$ cat src/rtl/cmn_elastic_pipe_reg_pkg.sv
// rtl/cmn_elastic_pipe_reg_pkg.sv - shared helpers for the elastic pipeline register
package cmn_elastic_pipe_reg_pkg;

  // Width needed to count 0..nstages occupied stages.
  function automatic int cnt_width(input int nstages);
    return $clog2(nstages + 1);
  endfunction

endpackage

$ cat src/rtl/cmn_elastic_pipe_stage.sv
// rtl/cmn_elastic_pipe_stage.sv - one elastic stage: valid bit plus data register
// Load wins over clear so a stage can hand off and refill on the same edge.
module cmn_elastic_pipe_stage #(
  parameter int               p_nbits       = 32,
  parameter logic [p_nbits-1:0] p_reset_value = '0
) (
  input  logic               clk_i,
  input  logic               reset_i,
  input  logic               load_i,
  input  logic               clear_i,
  input  logic [p_nbits-1:0] data_i,
  output logic               val_o,
  output logic [p_nbits-1:0] data_o
);

  logic               val_q;
  logic               val_d;
  logic [p_nbits-1:0] data_q;

  always_comb begin
    val_d = val_q;
    if (load_i) begin
      val_d = 1'b1;
    end else if (clear_i) begin
      val_d = 1'b0;
    end
  end

  // Data only toggles on a real write; invalid stages keep stale contents.
  always_ff @(posedge clk_i) begin
    if (reset_i) begin
      val_q  <= 1'b0;
      data_q <= p_reset_value;
    end else begin
      val_q <= val_d;
      if (load_i) begin
        data_q <= data_i;
      end
    end
  end

  assign val_o  = val_q;
  assign data_o = data_q;

endmodule

$ cat src/rtl/cmn_elastic_pipe_reg.sv
// rtl/cmn_elastic_pipe_reg.sv - N-stage elastic pipeline register with val/rdy on both sides
// Bubbles collapse under backpressure; ready ripples combinationally from output to input.
module cmn_elastic_pipe_reg
  import cmn_elastic_pipe_reg_pkg::*;
#(
  parameter int                 p_nbits       = 32,
  parameter int                 p_nstages     = 2,
  parameter logic [p_nbits-1:0] p_reset_value = '0
) (
  input  logic                           clk,
  input  logic                           reset,
  input  logic                           flush,
  input  logic                           istream_val,
  output logic                           istream_rdy,
  input  logic [p_nbits-1:0]             istream_msg,
  output logic                           ostream_val,
  input  logic                           ostream_rdy,
  output logic [p_nbits-1:0]             ostream_msg,
  output logic [$clog2(p_nstages+1)-1:0] count
);

  localparam int c_cnt_w = cnt_width(p_nstages);

  logic [p_nstages-1:0] val;
  logic [p_nstages-1:0] go;
  logic [p_nstages-1:0] load;
  logic [p_nstages-1:0] clear;
  logic [p_nbits-1:0]   data [p_nstages];
  logic                 in_room;
  logic                 in_fire;
  logic                 out_fire;
  logic [c_cnt_w-1:0]   count_q;
  logic [c_cnt_w-1:0]   count_d;

  // Walk from the output back: a stage hands off if it is valid and the next one has room.
  always_comb begin
    logic room;
    go   = '0;
    room = ostream_rdy;
    for (int s = p_nstages - 1; s >= 0; s--) begin
      go[s] = val[s] && room;
      room  = !val[s] || go[s];
    end
    in_room = room;
  end

  assign istream_rdy = !flush && !reset && in_room;
  assign in_fire     = istream_val && istream_rdy;
  assign ostream_val = val[p_nstages-1] && !reset;
  assign out_fire    = ostream_val && ostream_rdy;

  for (genvar s = 0; s < p_nstages; s++) begin : g_stage
    if (s == 0) begin : g_first
      assign load[s] = in_fire;
      cmn_elastic_pipe_stage #(
        .p_nbits       (p_nbits),
        .p_reset_value (p_reset_value)
      ) u_stage (
        .clk_i   (clk),
        .reset_i (reset),
        .load_i  (load[s]),
        .clear_i (clear[s]),
        .data_i  (istream_msg),
        .val_o   (val[s]),
        .data_o  (data[s])
      );
    end else begin : g_rest
      assign load[s] = go[s-1] && !flush;
      cmn_elastic_pipe_stage #(
        .p_nbits       (p_nbits),
        .p_reset_value (p_reset_value)
      ) u_stage (
        .clk_i   (clk),
        .reset_i (reset),
        .load_i  (load[s]),
        .clear_i (clear[s]),
        .data_i  (data[s-1]),
        .val_o   (val[s]),
        .data_o  (data[s])
      );
    end
    assign clear[s] = go[s] || flush;
  end

  always_comb begin
    count_d = count_q + c_cnt_w'(in_fire) - c_cnt_w'(out_fire);
    if (flush) begin
      count_d = '0;
    end
  end

  always_ff @(posedge clk) begin
    if (reset) begin
      count_q <= '0;
    end else begin
      count_q <= count_d;
    end
  end

  assign count       = reset ? '0 : count_q;
  assign ostream_msg = reset ? p_reset_value : data[p_nstages-1];

endmodule
$ cat config.mk
export PLATFORM = sky130hd
export DESIGN_NAME = cmn_elastic_pipe_reg
export DESIGN_NICKNAME = d
export VERILOG_FILES = /design/src/rtl/cmn_elastic_pipe_reg_pkg.sv /design/src/rtl/cmn_elastic_pipe_stage.sv /design/src/rtl/cmn_elastic_pipe_reg.sv
export SDC_FILE = /design/constraint.sdc
export NUM_CORES = 1
export LEC_CHECK = 0
export ABC_AREA = 1
export CAP_MARGIN = 20
export CORE_UTILIZATION = 40
export CTS_CLUSTER_DIAMETER = 40
export DETAILED_ROUTE_END_ITERATION = 7
export GPL_TIMING_DRIVEN = 0
export PLACE_DENSITY_LB_ADDON = 0.12
export SLEW_MARGIN = 25
export SYNTH_ARGS = -nofsm -noshare
export SYNTH_HDL_FRONTEND = slang
export SYNTH_HIERARCHICAL = 1
export SYNTH_SLANG_ARGS = --single-unit
$ cat constraint.sdc
create_clock -name clk -period 2.7 [get_ports clk]
set_clock_uncertainty 0.05 [all_clocks]
set_input_delay 0.54 -clock clk [delete_from_list [all_inputs] [get_ports clk]]
set_output_delay 0.54 -clock clk [all_outputs]
set_load 0.01 [all_outputs]
==> results.sh, run 1 <==
export IMPL_synth_cell_types=17
export IMPL_leakage_nw=1.72
export IMPL_grt_use_total_pct=18.6
export IMPL_post_cts_resized=0
export IMPL_n_fill_cell=664
export IMPL_vias_per_cell=4.41
export IMPL_syn_nets=429
export IMPL_holdCritPathClass="reg2reg"
export IMPL_port_buffers=72
export IMPL_die_width_um=85.7
export IMPL_ys_seq_elements=68
export IMPL_yosysTopAreaCell="dfxtp_1"
export IMPL_setup_tns_ps=0
export IMPL_worst_setup_path_type="in2out"
export IMPL_final_cell_mix="nor2_1, clkdlybuf4s50_1, dfxtp_1"
export IMPL_critPathArrivalTime_ps=1830
export IMPL_status="completed"
export IMPL_post_dp_hpwl_mm=4.23
export IMPL_synth_top_area_share_pct=48.6
export IMPL_critPathMaxFanout=3
export IMPL_fin_nets=512
export IMPL_clock_path_buffers=2
export IMPL_min_to="g_stage[1].g_rest.u_stage/data_o[14]$_SDFFE_PP0P_"
export IMPL_hold_viol=0
export IMPL_cts_root_buf="clkbuf_8"
export IMPL_power_density_nw_per_um2=542
export IMPL_ctsHoldBuffers=0
export IMPL_min_from="g_stage[0].g_first.u_stage/data_o[14]$_SDFFE_PP0P_"
export IMPL_post_cts_setup_buffers=0
export IMPL_yosys_warnings=6
export IMPL_netlist_area_um2=2800
export IMPL_antenna_found_initial=0
export IMPL_ir_drop_uv=378
export IMPL_drv_cap=0
export IMPL_placementRows=30
export IMPL_r2r_end="g_stage[1].g_rest.u_stage/data_o[26]$_SDFFE_PP0P_"
export IMPL_die_h_um=85.7
export IMPL_cp_end_kind="primary output"
export IMPL_cp_required_ps=2110
export IMPL_numClockSinks=68
export IMPL_synth_area_leaders="dfxtp_1, nor2_1, o21ai_0"
export IMPL_finalMaxSlewViolations=0
export IMPL_drtIter0Drc=53
export IMPL_dpl_cell_count=558
export IMPL_initial_core_util_pct=41.2
export IMPL_drc=0
export IMPL_grt_max_degree=12
export IMPL_drive_gt1_share_pct=9.00
export IMPL_ant_nets=0
export IMPL_clk_pin_slew_worst_paths_ps=70
export IMPL_dr_pass1_iters=4
export IMPL_routed_via_count=2533
export IMPL_fin_crit_sh_pct=89.8
export IMPL_wire_per_inst_um=11.0
export IMPL_fin_cells=574
export IMPL_rr_worst_depth=7
export IMPL_cts_htree_levels=3
export IMPL_timing_rr_start="g_stage[1].g_rest.u_stage/val_o$_SDFFE_PP0P_"
export IMPL_io_pins=73
export IMPL_grt_ovfl_total=0
export IMPL_cts_buffers=9
export IMPL_whs_path_depth=2
export IMPL_n_antenna_cell=0
export IMPL_drt_total_wl_mm=6.31
export IMPL_grt_pass1_vias=2388
export IMPL_syn_to_final_growth_pct=37.1
export IMPL_grt_pass1_wl_mm=10.6
export IMPL_r2r_slack_ps=1180
export IMPL_fmax_mhz=413
export IMPL_tightest_slew_ps=453
export IMPL_max_slew_margin_pct=69.7
export IMPL_seq_area_frac_synth_pct=48.6
export IMPL_setup_viol=0
export IMPL_cts_tree="done"
export IMPL_die_area_um2=7340
export IMPL_period_needed_ps=2420
export IMPL_rsz0062_at_grt="false"
export IMPL_syn_avg_cell_area_um2=7.18
export IMPL_netlist_instances=390
export IMPL_clk_latency_ps=340
export IMPL_place_congestion=0.758
export IMPL_final_common_cell="nor2_1"
export IMPL_coreArea_um2=6790
export IMPL_critPathLaunchType="primary input"
## worst max path at each step
stage,slack (ps),cells after the start,from,endpoint
global route,210,5,flush,istream_rdy
finish,280,5,flush,istream_rdy
global placement,10,5,reset,ostream_msg[30]
floorplan,1100,7,reset,count_q[1]$_SDFF_PP0_
detailed placement,40,5,reset,ostream_msg[30]
CTS,20,5,reset,ostream_msg[30]
## worst max-delay path, stage by stage
cell	delay [ps]
clkdlybuf4s50_1	490
nor2_4	160
o21ai_2	70
inv_1	50
clkdlybuf4s50_1	520
## metrics by stage
step	hold slack [ps]	setup slack (ps)	util (%)	area (µm²)	power, mW
detailed placement	414	37.3	53.6	3640	1.28
finish	430	276	56.5	3840	2.08
floorplan	396	1100	-	2800	1.18
global route	444	208	56.5	3840	2.18
global placement	409	11.5	53.6	3640	1.28
CTS	433	19.9	56.4	3830	2.10
## sequential cells by signal, indices dropped and copies added (netlist names)
| register | flops |
|---|---|
| g_stage.g_first.u_stage/data_o | 32 |
| count_q | 2 |
| g_stage.g_rest.u_stage/data_o | 32 |
| g_stage.g_rest.u_stage/val_o | 1 |
| g_stage.g_first.u_stage/val_o | 1 |
## per-layer routing
| layer | wire, µm | GRT usage [%] | up-vias |
|---|---|---|---|
| met2 | 2880 | 30.3 | 58 |
| met4 | 62 | 5.91 | 0 |
| li1 | - | - | 1351 |
| met3 | 328 | 6.06 | 7 |
| met1 | 3030 | 23.3 | 1117 |
| met5 | 0 | 0 | - |
## area by class of cell
cell class | instances | area (µm²) | share of cell area [%]
multi-input combinational | 249 | 1060 | 27.6
clock buffer | 12 | 145 | 3.78
clock inverter | 4 | 48.8 | 1.27
inverter | 51 | 191 | 4.99
tap | 96 | 120 | 3.13
buffer | 22 | 188 | 4.89
sequential | 68 | 1360 | 35.5
timing repair buffer | 72 | 723 | 18.9
## cells by family (layout without fill, tap and decap cells)
kind of cell               after synthesis  after routing  share of synthesized area, %
and+or+nand+nor                        178            178                          24.3
AOI/OAI and AO/OA                       69             69                          12.6
adders and majority gates                2              2                         0.894
buffers and inverters                   73            161                          13.5
DFF                                     68             68                          48.6
## power by group
group          internal [mW]  switching [mW]  total [mW]
Sequential              1.04          0.0171        1.06
Combinational          0.104          0.0952       0.199
Clock                  0.451           0.369       0.820
## Yosys cell counts (all sizes together)
master	instances
clkbuf	12
buf	10
nor2	167
dfxtp	68
o21ai	66
nand2	9
ha	2
inv	51
a21oi	3
nand3	1
nor3	1
Note: power is estimated with default switching activity, not from simulation.
==> inputs of run 2 (changes only) <==
==> constraint.sdc (replaced) <==
create_clock -name clk -period 2.7 [get_ports clk]
set_clock_uncertainty 0.05 [all_clocks]
set_input_delay 0.405 -clock clk [delete_from_list [all_inputs] [get_ports clk]]
set_output_delay 0.405 -clock clk [all_outputs]
set_load 0.01 [all_outputs]
==> run 2 against run 1 <==
  * Clock power hardly changed
  * Via count increased by 0.47%
  * First-iteration DRC count is 1.9% lower
  * Global-route usage unchanged
  * Clock-buffer cell count unchanged
  * Setup slack better by 4.0 ps
  * Wire length hardly changed
  * Total power about the same
  * Register-to-register slack about the same
  * Largest cell class unchanged
  * Highest routed layer unchanged
==> results.sh, run 2 (synthesis gave the netlist of run 1 again) <==
export IMPL_pre_cts_ws_ps=307
export IMPL_power_density_nw_per_um2=542
export IMPL_io_pins=73
export IMPL_rr_worst_depth=7
export IMPL_dr_pass1_iters=4
export IMPL_whs_path_depth=2
export IMPL_clk_latency_ps=340
export IMPL_cp_end_kind="primary output"
export IMPL_drt_total_wl_mm=6.31
export IMPL_syn_to_final_growth_pct=37.0
export IMPL_slowest_delay_ps=560
export IMPL_post_cts_setup_buffers=0
export IMPL_hold_viol=0
export IMPL_n_antenna_cell=0
export IMPL_routed_via_count=2545
export IMPL_grt_pass1_wl_mm=10.6
export IMPL_worst_slack_ps=280
export IMPL_antenna_found_initial=0
export IMPL_drtIter0Drc=52
export IMPL_critical_path_cell_chain="clkdlybuf4s50_1 -> buf_6 -> buf_6 -> nor2_1 -> clkdlybuf4s50_1"
export IMPL_die_area_um2=7340
export IMPL_met1_length_mm=3.03
export IMPL_n_fill_cell=664
export IMPL_ctsHoldBuffers=0
export IMPL_final_common_cell="nor2_1"
export IMPL_critPathMaxFanout=10
export IMPL_setup_viol=0
export IMPL_path_delay_family="buffers and inverters"
export IMPL_grt_pass1_vias=2388
export IMPL_dr_wl_met3_um=332
export IMPL_timing_rr_start="g_stage[1].g_rest.u_stage/val_o$_SDFFE_PP0P_"
export IMPL_wire_per_inst_um=11.0
export IMPL_post_cts_resized=0
export IMPL_leakage_nw=1.71
export IMPL_critPathArrivalTime_ps=1960
export IMPL_fin_crit_sh_pct=89.6
export IMPL_die_h_um=85.7
export IMPL_crit_slowest_cell="clkdlybuf4s50_1"
export IMPL_fin_nets=512
export IMPL_placementRows=30
export IMPL_place_congestion=0.758
export IMPL_cts_buffers=9
export IMPL_r2r_end="g_stage[1].g_rest.u_stage/data_o[26]$_SDFFE_PP0P_"
export IMPL_met2WireLength_mm=2.88
export IMPL_cts_root_buf="clkbuf_8"
export IMPL_coreArea_um2=6790
export IMPL_r2r_slack_ps=1180
export IMPL_fmax_mhz=413
export IMPL_drive_gt1_share_pct=9.00
export IMPL_numClockSinks=68
export IMPL_drc=0
export IMPL_min_to="g_stage[1].g_rest.u_stage/val_o$_SDFFE_PP0P_"
export IMPL_ant_nets=0
export IMPL_path_buf_inv=4
export IMPL_min_from="g_stage[1].g_rest.u_stage/val_o$_SDFFE_PP0P_"
export IMPL_drv_cap=0
export IMPL_tightest_slew_ps=452
export IMPL_status="completed"
export IMPL_grt_ovfl_total=0
export IMPL_cts_htree_levels=3
export IMPL_initial_core_util_pct=41.2
export IMPL_port_buffers=72
export IMPL_max_slew_margin_pct=69.8
export IMPL_post_dp_hpwl_mm=4.23
export IMPL_highest_layer="met4"
export IMPL_finalMaxSlewViolations=0
export IMPL_critPathLaunchType="primary input"
export IMPL_holdCritPathClass="reg2reg"
export IMPL_cp_required_ps=2250
export IMPL_rsz0062_at_grt="false"
export IMPL_grt_max_degree=12
export IMPL_clk_pin_slew_worst_paths_ps=60
export IMPL_worst_setup_path_type="in2out"
export IMPL_die_width_um=85.7
export IMPL_vias_per_cell=4.43
export IMPL_setup_tns_ps=0
export IMPL_final_cell_mix="nor2_1, clkdlybuf4s50_1, dfxtp_1"
export IMPL_clock_path_buffers=2
export IMPL_cts_tree="done"
export IMPL_period_needed_ps=2420
export IMPL_grt_use_total_pct=18.6
export IMPL_ir_drop_uv=378
==> run 2: cell count changes in the layout (fill, tap and decap cells not counted), sizes merged <==
| cell | delta |
|---|---|
| clkdlybuf4s50 | +1 |
| dlymetal6s2s | -1 |
==> run 2: worst max path at each step <==
stage,from,to,slack [ps],depth (start not counted)
3_3_place_gp,reset,ostream_msg[30],280,5
2_1_floorplan,reset,count_q[1]$_SDFF_PP0_,1240,7
5_1_grt,reset,ostream_msg[30],190,5
3_5_place_dp,reset,ostream_msg[30],310,5
4_1_cts,reset,ostream_msg[30],290,5
6_report,reset,ostream_msg[30],280,5
==> run 2: layout make-up <==
type / instances / area (µm²) / area share, %
Clock buffer: 12 / 145 / 3.79
Tap cell: 96 / 120 / 3.13
Inverter: 51 / 191 / 4.99
Clock inverter: 4 / 48.8 / 1.27
Sequential cell: 68 / 1360 / 35.5
Timing Repair Buffer: 72 / 721 / 18.8
Multi-Input combinational cell: 249 / 1060 / 27.6
Buffer: 22 / 188 / 4.90
==> run 2: where the power goes <==
part / total [mW] / internal [mW] / switching [mW]
logic: 0.199 / 0.104 / 0.0951
registers: 1.06 / 1.04 / 0.0171
clock network: 0.820 / 0.451 / 0.369
total: 2.08 / 1.60 / 0.481
==> run 2: worst min-delay path, delay by kind of cell, from the launching register on <==
kind	cells	cell delay, ps
AO/OA/AOI/OAI	1	50
AND/OR/NAND/NOR	1	60
flip-flops	1	320
==> run 2: metrics by stage <==
step	util (%)	std cells	hold slack [ps]	cell area (µm²)	total power, mW
final	56.4	574	431	3830	2.08
after global routing	56.4	574	444	3830	2.18
after CTS	56.4	574	433	3830	2.10
after detailed placement	53.6	558	414	3640	1.28
after global placement	53.6	558	409	3640	1.28
after floorplan	-	390	396	2800	1.18
==> run 2: metal layers <==
metal	vias up	GRT usage [%]
met5	-	0
met4	0	5.91
met3	8	6.06
met2	62	30.3
met1	1124	23.3
li1	1351	-
